## src/rtl/sdm_pkg.sv

```systemverilog
// Shared types for the SDM DAC/ADC datapath blocks.
package sdm_pkg;

    localparam int PCM_W = 16;

    typedef logic signed [PCM_W-1:0] pcm_t;

    typedef enum logic {IDLE, RUN} feeder_state_t;

endpackage

```

## src/rtl/sdm_sync_fifo.sv

```systemverilog
// Single-clock FIFO with occupancy count; push/pop are ignored when full/empty.
module sdm_sync_fifo #(
    parameter int WIDTH = 16,
    parameter int DEPTH = 4
) (
    input  logic                     clk,
    input  logic                     rst_n,
    input  logic                     flush,
    input  logic                     push,
    input  logic                     pop,
    input  logic [WIDTH-1:0]         din,
    output logic [WIDTH-1:0]         dout,
    output logic                     full,
    output logic                     empty,
    output logic [$clog2(DEPTH):0]   level
);

    localparam int AW = $clog2(DEPTH);

    logic [WIDTH-1:0] mem [DEPTH];
    logic [AW-1:0]    wr_ptr;
    logic [AW-1:0]    rd_ptr;
    logic [AW:0]      count;
    logic             do_push;
    logic             do_pop;

    assign full    = (count == (AW+1)'(DEPTH));
    assign empty   = (count == '0);
    assign do_push = push && !full;
    assign do_pop  = pop && !empty;
    assign dout    = mem[rd_ptr];
    assign level   = count;

    always_ff @(posedge clk or negedge rst_n) begin
        if (!rst_n) begin
            wr_ptr <= '0;
            rd_ptr <= '0;
            count  <= '0;
        end else if (flush) begin
            wr_ptr <= '0;
            rd_ptr <= '0;
            count  <= '0;
        end else begin
            if (do_push) wr_ptr <= wr_ptr + 1'b1;
            if (do_pop)  rd_ptr <= rd_ptr + 1'b1;
            case ({do_push, do_pop})
                2'b10:   count <= count + 1'b1;
                2'b01:   count <= count - 1'b1;
                default: count <= count;
            endcase
        end
    end

    // Storage needs no reset; occupancy alone defines what is valid.
    always_ff @(posedge clk) begin
        if (do_push && !flush) mem[wr_ptr] <= din;
    end

endmodule

```

## src/rtl/sdm_interp_feeder.sv

```systemverilog
// Buffers audio-rate PCM and linearly interpolates it by OSR, one sample per modulator tick.
//  state | meaning
//  IDLE  | no strobes; FIFO, ramp and counters held cleared until run && data
//  RUN   | tick every CLK_DIV cycles, new segment loaded every OSR ticks
module sdm_interp_feeder
    import sdm_pkg::*;
#(
    parameter int OSR        = 64,
    parameter int CLK_DIV    = 1,
    parameter int FIFO_DEPTH = 4
) (
    input  logic                          clk,
    input  logic                          rst_n,
    input  logic                          run,
    input  logic                          s_valid,
    output logic                          s_ready,
    input  logic [PCM_W-1:0]              s_data,
    output logic                          valid_out,
    output logic [PCM_W-1:0]              dout,
    output logic                          underrun,
    output logic [$clog2(FIFO_DEPTH):0]   fifo_level
);

    localparam int L     = $clog2(OSR);
    localparam int ACC_W = PCM_W + L + 1;
    localparam int DIV_W = (CLK_DIV > 1) ? $clog2(CLK_DIV) : 1;

    feeder_state_t           state;
    logic [DIV_W-1:0]        div_cnt;
    logic [L-1:0]            phase;
    logic                    first_tick;
    pcm_t                    cur;
    logic signed [PCM_W:0]   delta;
    logic signed [ACC_W-1:0] acc;

    logic                    tick;
    logic                    boundary;
    logic                    flush;
    logic                    pop;
    logic                    fifo_full;
    logic                    fifo_empty;
    logic [PCM_W-1:0]        fifo_dout;
    pcm_t                    seg_end;
    logic [PCM_W:0]          seg_delta;
    logic [ACC_W-1:0]        seg_base;

    sdm_sync_fifo #(
        .WIDTH (PCM_W),
        .DEPTH (FIFO_DEPTH)
    ) u_fifo (
        .clk   (clk),
        .rst_n (rst_n),
        .flush (flush),
        .push  (s_valid),
        .pop   (pop),
        .din   (s_data),
        .dout  (fifo_dout),
        .full  (fifo_full),
        .empty (fifo_empty),
        .level (fifo_level)
    );

    assign s_ready  = !fifo_full;
    assign flush    = (state == RUN) && !run;
    assign tick     = (state == RUN) && run && (div_cnt == DIV_W'(CLK_DIV - 1));
    // The first tick after entering RUN does not advance the phase, so every
    // segment, including the first, spans exactly OSR ticks.
    assign boundary = tick && (first_tick || (phase == L'(OSR - 1)));
    assign pop      = boundary && !fifo_empty;

    // An empty FIFO at a boundary repeats cur, giving a flat segment.
    always_comb begin
        seg_end   = fifo_empty ? cur : pcm_t'(fifo_dout);
        seg_delta = {seg_end[PCM_W-1], seg_end} - {cur[PCM_W-1], cur};
        seg_base  = {cur[PCM_W-1], cur, {L{1'b0}}};
    end

    always_ff @(posedge clk or negedge rst_n) begin
        if (!rst_n) begin
            state      <= IDLE;
            div_cnt    <= '0;
            phase      <= '0;
            first_tick <= 1'b0;
            cur        <= '0;
            delta      <= '0;
            acc        <= '0;
            valid_out  <= 1'b0;
            dout       <= '0;
            underrun   <= 1'b0;
        end else begin
            valid_out <= tick;
            underrun  <= boundary && fifo_empty;
            case (state)
                IDLE: begin
                    if (run && (fifo_level != '0)) begin
                        state      <= RUN;
                        div_cnt    <= '0;
                        phase      <= '0;
                        first_tick <= 1'b1;
                    end
                end
                RUN: begin
                    if (!run) begin
                        state      <= IDLE;
                        div_cnt    <= '0;
                        phase      <= '0;
                        first_tick <= 1'b0;
                        cur        <= '0;
                        delta      <= '0;
                        acc        <= '0;
                    end else begin
                        div_cnt <= tick ? '0 : div_cnt + 1'b1;
                        if (tick) begin
                            first_tick <= 1'b0;
                            if (!first_tick) phase <= phase + 1'b1;
                            if (boundary) begin
                                dout  <= cur;
                                cur   <= seg_end;
                                delta <= seg_delta;
                                acc   <= seg_base + {{L{seg_delta[PCM_W]}}, seg_delta};
                            end else begin
                                dout <= acc[L +: PCM_W];
                                acc  <= acc + {{L{delta[PCM_W]}}, delta};
                            end
                        end
                    end
                end
                default: state <= IDLE;
            endcase
        end
    end

endmodule

```

## config.mk

```make
export PLATFORM = sky130hd
export DESIGN_NAME = sdm_interp_feeder
export DESIGN_NICKNAME = d
export VERILOG_FILES = /design/src/rtl/sdm_pkg.sv /design/src/rtl/sdm_sync_fifo.sv /design/src/rtl/sdm_interp_feeder.sv
export SDC_FILE = /design/constraint.sdc
export NUM_CORES = 1
export LEC_CHECK = 0
export CAP_MARGIN = 20
export CORE_ASPECT_RATIO = 1.25
export CORE_MARGIN = 8
export CORE_UTILIZATION = 30
export CTS_CLUSTER_DIAMETER = 200
export DETAILED_ROUTE_END_ITERATION = 10
export PLACE_DENSITY = 0.5
export RECOVER_POWER = 50
export SETUP_SLACK_MARGIN = 0.5
export SLEW_MARGIN = 10
export SYNTH_ARGS = -nofsm -noshare
export SYNTH_HDL_FRONTEND = slang
export SYNTH_HIERARCHICAL = 1
export SYNTH_SLANG_ARGS = --single-unit
```

## constraint.sdc

```tcl
create_clock -name clk -period 7.7 [get_ports clk]
set_input_delay 0.77 -clock clk [delete_from_list [all_inputs] [get_ports clk]]
set_output_delay 0.77 -clock clk [all_outputs]
set_load 0.02 [all_outputs]
```

==> metrics.cfg <==
[timing]
relSlewSlack_pct=-112
slew_viol_final=92
fin_crit_sh_pct=69.9
period_minus_slack_ns=5.38
finClkSkew_ns=0.0111
tightestPinTransition_ns=3.17
rsz0062_at_grt=no
setup_tns_ns=0
fmax_mhz=186
finalSetupViolations=0
fin_ws_ns=2.32
finalHoldViolations=0

[cts]
cts_max_path_buffers=2
htreeDepth=4
root_buffer=clkbuf_16
cts_buffers=17
postCtsSetupBuffers=0
tritoncts=yes
postCtsHoldBufs=0
cts.sinks=153
cts_resized=0
worst_skew_pair.late_latency_ns=0.43
path_clk_slew_ns=0.07

[die]
dieArea_um2=35400
die_x_um=170
die_y_um=208
io_pins=42
initial_utilization_pct=30.5
std_cell_rows=70
core_area_um2=29200

[grt]
busiest_layer=met2
met3_usage_pct=1.93
grt_pass1_vias=6370
grt_max_degree=58
grt-ovfl-total=0
grt_pass1_wl_um=35200
grtUsageMet1_pct=17.1
track_usage_pct=12.5
antenna_found_initial=0
met2_usage_pct=19.2

[detailed_routing]
via_per_inst=4.95
drc_errors=0
post_drt_wl_per_cell_um=17.2
drt_iter0_markers=420
detail_route.first_pass.iterations=4
wl_um=21500
drtAntennaViolNets=0
vias=6221

[worst_setup_path]
cp_top_family=compound AO/OA/AOI/OAI gates
critPathCaptureType=flop
cp_cell_sequence=mux4_1 -> mux2i_1 -> ha_1 -> inv_1 -> fa_1 -> a211oi_1 -> o21ai_0 -> nand3_1 -> a21oi_1 -> o21ai_0 -> nand2_1 -> xor2_1 -> ha_1 -> a21oi_1 -> o21ai_0 -> o21ai_0 -> a31oi_1 -> xor2_1 -> a22oi_1 -> o21ai_0
critical-path-max-stage-delay_ns=0.74
slowest_stage=dfrtp_1
cp-start-kind=flop
regToRegStartpoint=u_fifo/rd_ptr[0]$_DFFE_PN0P_
path_class=flop to flop
crit_required_ns=7.97
crit_arrival_ns=5.65
path_common_cell=o21ai_0
cp_num_buf_inv=1
critPathLaunch=u_fifo/rd_ptr[0]$_DFFE_PN0P_
critPathMaxFanout=12

[yosys]
netlist_area_um2=8880
yosysWarnings=6
synth_nets=896
synth_ff_type=dfrtp_1
ys_ff_latch=153
synth-edff-count=64
async_flop_share_pct=58.2
synth_cell_type_count=71
avgSynthCellArea_um2=11.0
yosysSeqAreaShare_pct=46.7
synthCells=808

[placement]
detailed_place_hpwl_um=15600
numPortBuffers=41
globalplace.congestion=0.846
dp_slack_ns=2.35

[layout]
final_core_utilization_pct=35.3
drive_above_1_share_pct=10.2
nets=935
area_growth_pct=16.0
final_common_cell=dfrtp_1
final_cell_mix=dfrtp_1 (89), nand2_1 (67), ha_1 (64), edfxtp_1 (64), o21ai_0 (58)
diodes=0

[min_path]
hold_path_startpoint=dout[12]$_DFFE_PN0P_
hold_path.class=flop to flop

[outcome]
run_status=finished with violations
violations=max-capacitance violations, max-slew violations

[run]
drv_cap=2

[pwr]
power_per_cell_area_nw_per_um2=497
power_mw=5.12
peakVddDrop_mv=0.198
power.static_leakage_nw=4.27

-- synth_stat cells, types with 15 or more instances --
master / number / share of area (%)
dfrtp_1: 89 / 25
nor2_1: 57 / 2.4
a21oi_1: 54 / 3.0
o21ai_0: 58 / 3.3
ha_1: 64 / 9.0
inv_1: 36 / 1.5
xor2_1: 24 / 2.4
mux2_2: 16 / 2.0
a22o_1: 26 / 2.6
edfxtp_1: 64 / 22
clkbuf_1: 15 / 0.63
xnor2_1: 24 / 2.4
nand2_1: 67 / 2.8
-- where the power goes --
part,leakage [nW],internal (mW),switching [mW]
clock network,0.296,0.495,0.366
logic,2.20,1.27,1.74
registers,1.78,1.07,0.177
-- through the flow --
| stage | hold slack, ns | area, µm² | cells |
|---|---|---|---|
| floorplan | 0.452 | 8880 | 808 |
| global placement | 0.462 | 9710 | 1224 |
| detailed placement | 0.472 | 9710 | 1224 |
| CTS | 0.309 | 10300 | 1256 |
| global route | 0.491 | 10300 | 1256 |
| finish | 0.472 | 10300 | 1256 |
-- sequential cells by signal, summed over array words and instances, names as in the netlist --
signal and flops:
u_fifo/rd_ptr 2, u_fifo/wr_ptr 2, first_tick 1, state 1, valid_out 1, u_fifo/mem 64, div_cnt 1, dout 16
phase 6, acc 22, delta 17, underrun 1, u_fifo/level 3, cur 16
-- cell families after synthesis --
| kind of cell | count (synthesis) | synth area share (%) |
|---|---|---|
| AOI/OAI and AO/OA | 234 | 17.6 |
| and+or+nand+nor | 199 | 10.4 |
| DFF | 153 | 46.7 |
| adders and majority gates | 68 | 9.92 |
| buffers and inverters | 67 | 3.38 |
| xor gates and xnor gates | 48 | 4.73 |
| muxes | 39 | 7.21 |
-- layer usage --
metal	wire [µm]	part of all wire (%)	vias up
met2	9670	45	116
met4	614	2.8	0
met5	0	0	-
li1	-	-	3065
met3	820	3.8	33
met1	10400	48	3007
-- cell type report --
type	count	area (µm²)
repair buffers	50	468
flip-flops and latches	153	4150
fillers	2871	18900
well taps	396	495
inverters	37	139
clock buffers	18	439
multi-input cells	588	4450
clock inverters	14	159
-- worst paths after layout --
path                       cells after the start  slack (ns)                     to
setup reg to reg                              20        2.32    acc[19]$_DFFE_PN0P_
max in group asynchronous                      2        2.97  delta[16]$_DFFE_PN0P_
hold / removal                                 2        0.47   dout[12]$_DFFE_PN0P_
min in group asynchronous                      1        0.91     cur[3]$_DFFE_PN0P_
hold reg to reg                                2        0.47   dout[12]$_DFFE_PN0P_
setup / recovery                              20        2.32    acc[19]$_DFFE_PN0P_
-- worst reg2reg max path, cell delays in order, from the launching register on --
cell	delay, ns
dfrtp_1	0.74
mux4_1	0.65
mux2i_1	0.20
ha_1	0.20
inv_1	0.05
fa_1	0.43
a211oi_1	0.28
o21ai_0	0.21
nand3_1	0.16
a21oi_1	0.09
o21ai_0	0.24
nand2_1	0.11
xor2_1	0.25
ha_1	0.31
a21oi_1	0.15
o21ai_0	0.14
o21ai_0	0.39
a31oi_1	0.18
xor2_1	0.17
a22oi_1	0.16
o21ai_0	0.12
No activity file was read; power rests on OpenSTA's default activity.
==> RTL change, RTL diff (same settings) <==
Set the parameter `OSR` to 128 (it was 64).
--- a/src/rtl/sdm_interp_feeder.sv
+++ b/src/rtl/sdm_interp_feeder.sv
@@ -7,3 +7,3 @@
 #(
-    parameter int OSR        = 64,
+    parameter int OSR        = 128,
     parameter int CLK_DIV    = 1,
Formal check against the unedited RTL: not equivalent (a bounded check fails within 10 cycles, from zero or initial values and one cycle with rst_n low).
==> RTL change against the original RTL <==
The flow still finishes with violations (max-capacitance violations, max-slew violations). Final area up 1.7%. Die area up 1.8%. Sequential cell count up 2. Core utilization down 0.33 points. Area after synthesis up 1.9%. Setup slack better by 0.14 ns. Clock skew down 0.0014 ns. Maximum frequency up 2.6%. Routed wire length about the same. Largest cell class unchanged.
Power is left out: the tool's default activity adds up to more than one toggle a clock period on the data nets, which glitch-free logic cannot reach.
==> RTL change: results (changes against the original RTL) <==
* Hold WC Path Type: in2async
* Data arrival time of the worst path at 5.52 ns (-0.13 ns)
* FF-to-FF Start: u_fifo/rd_ptr[1]$_DFFE_PN0P_
* WL/cell at 17.00 um (-0.90%)
* Detailed placement HPWL at 15490 um (-0.56%)
* Max-Cap Viols at 3 (+1)
* Commonest cells post-synth: dfrtp_1, nand2_1, ha_1
* CTS clk-pin slew, worst paths at 0.07 ns (about the same)
* Iteration-0 DRC Markers at 264 (-37%)
* Syn nets at 906 (+1.1%)
* CP max stage delay at 0.87 ns (+0.13 ns)
* DR vias at 6296 (+1.2%)
* Status: finished with violations
* Sequential share of the synthesized area at 0.4639 (-0.003318)
* Clock skew at 0.009628 ns (-0.001444 ns)
* Met3 WL at 612 um (-25%)
* Met1 WL at 10160 um (-2.7%)
* Layout Nets at 943 (+0.86%)
* Share of cells above drive strength 1 at 0.1016 (-0.0007090)
* Relative slew slack at -0.9491 (+0.1665)
* R2R cell count at 19 (-5.0%)
* Synth unique cells at 77 (+8.5%)
* Vias in the first global route at 6558 (+3.0%)
* First-pass GRT wire length at 35270 um (+0.33%)
* Worst skew pair latency at 0.43 ns (about the same)
* Async SR Flop Fraction at 0.5871 (+0.005397)
* Total GRT Usage at 0.1240 (-0.001195)
* Largest net degree at the start of global routing at 80 (+38%)
* Most area-consuming cells after synthesis: dfrtp_1, edfxtp_1, ha_1
* Worst R2R End: acc[22]$_DFFE_PN0P_
* Max-slew violation count at 118 (+28%)
* Met2 wire length at 10410 um (+7.7%)
* Violated checks: max-capacitance violations, max-slew violations
* CP max FO at 17 (+5)
* Biggest regs: u_fifo/mem x64, acc x23, delta x17
* Gpl congestion at 0.8414 (-0.57%)
[RTL change: metrics by stage]
stage | hold slack (ns) | cell area, um2 | setup WS (ns) | cells | utilization
after floorplan | 0.4525 | 9052 | 2.626 | 816 | -
after global placement | 0.4613 | 9863 | 2.125 | 1233 | 0.3295
after detailed placement | 0.4706 | 9863 | 1.994 | 1233 | 0.3295
after CTS | 0.1620 | 10460 | 1.988 | 1265 | 0.3494
after global routing | 0.4253 | 10480 | 1.948 | 1267 | 0.3500
final | 0.3570 | 10480 | 2.458 | 1267 | 0.3500
[RTL change: cell families (layout without fill, tap and decap cells)]
family	Yosys count	count (layout)	synth area share
AOI/OAI and AO/OA	236	236	0.1806
and+or+nand+nor	198	198	0.1023
DFF	155	155	0.4639
adders and majority gates	70	70	0.1001
buffers and inverters	65	115	0.03151
xor gates and xnor gates	56	56	0.05418
muxes	36	36	0.06745
[RTL change: metal layers]
| layer | vias up | global-route usage |
|---|---|---|
| met2 | 85 | 0.2058 |
| met5 | - | 0 |
| met4 | 0 | 0.04175 |
| li1 | 3108 | - |
| met1 | 3084 | 0.1590 |
| met3 | 19 | 0.02396 |
[RTL change: layout make-up]
cell class              instances  area, um2
multi-input cells             596       4578
well taps                     401      501.7
inverters                      33      123.9
repair buffers                 50      476.7
clock inverters                13      155.1
fillers                      2981      19460
clock buffers                  19      442.9
flip-flops and latches        155       4199
[RTL change: worst max path at each step]
stage	from	to	cells after the start
global route	rst_n	acc[15]$_DFFE_PN0P_	3
finish	u_fifo/rd_ptr[1]$_DFFE_PN0P_	acc[22]$_DFFE_PN0P_	19
global placement	u_fifo/rd_ptr[0]$_DFFE_PN0P_	acc[22]$_DFFE_PN0P_	19
CTS	u_fifo/rd_ptr[0]$_DFFE_PN0P_	acc[22]$_DFFE_PN0P_	19
floorplan	u_fifo/level[0]$_DFFE_PN0P_	acc[22]$_DFFE_PN0P_	22
detailed placement	u_fifo/rd_ptr[0]$_DFFE_PN0P_	acc[22]$_DFFE_PN0P_	19
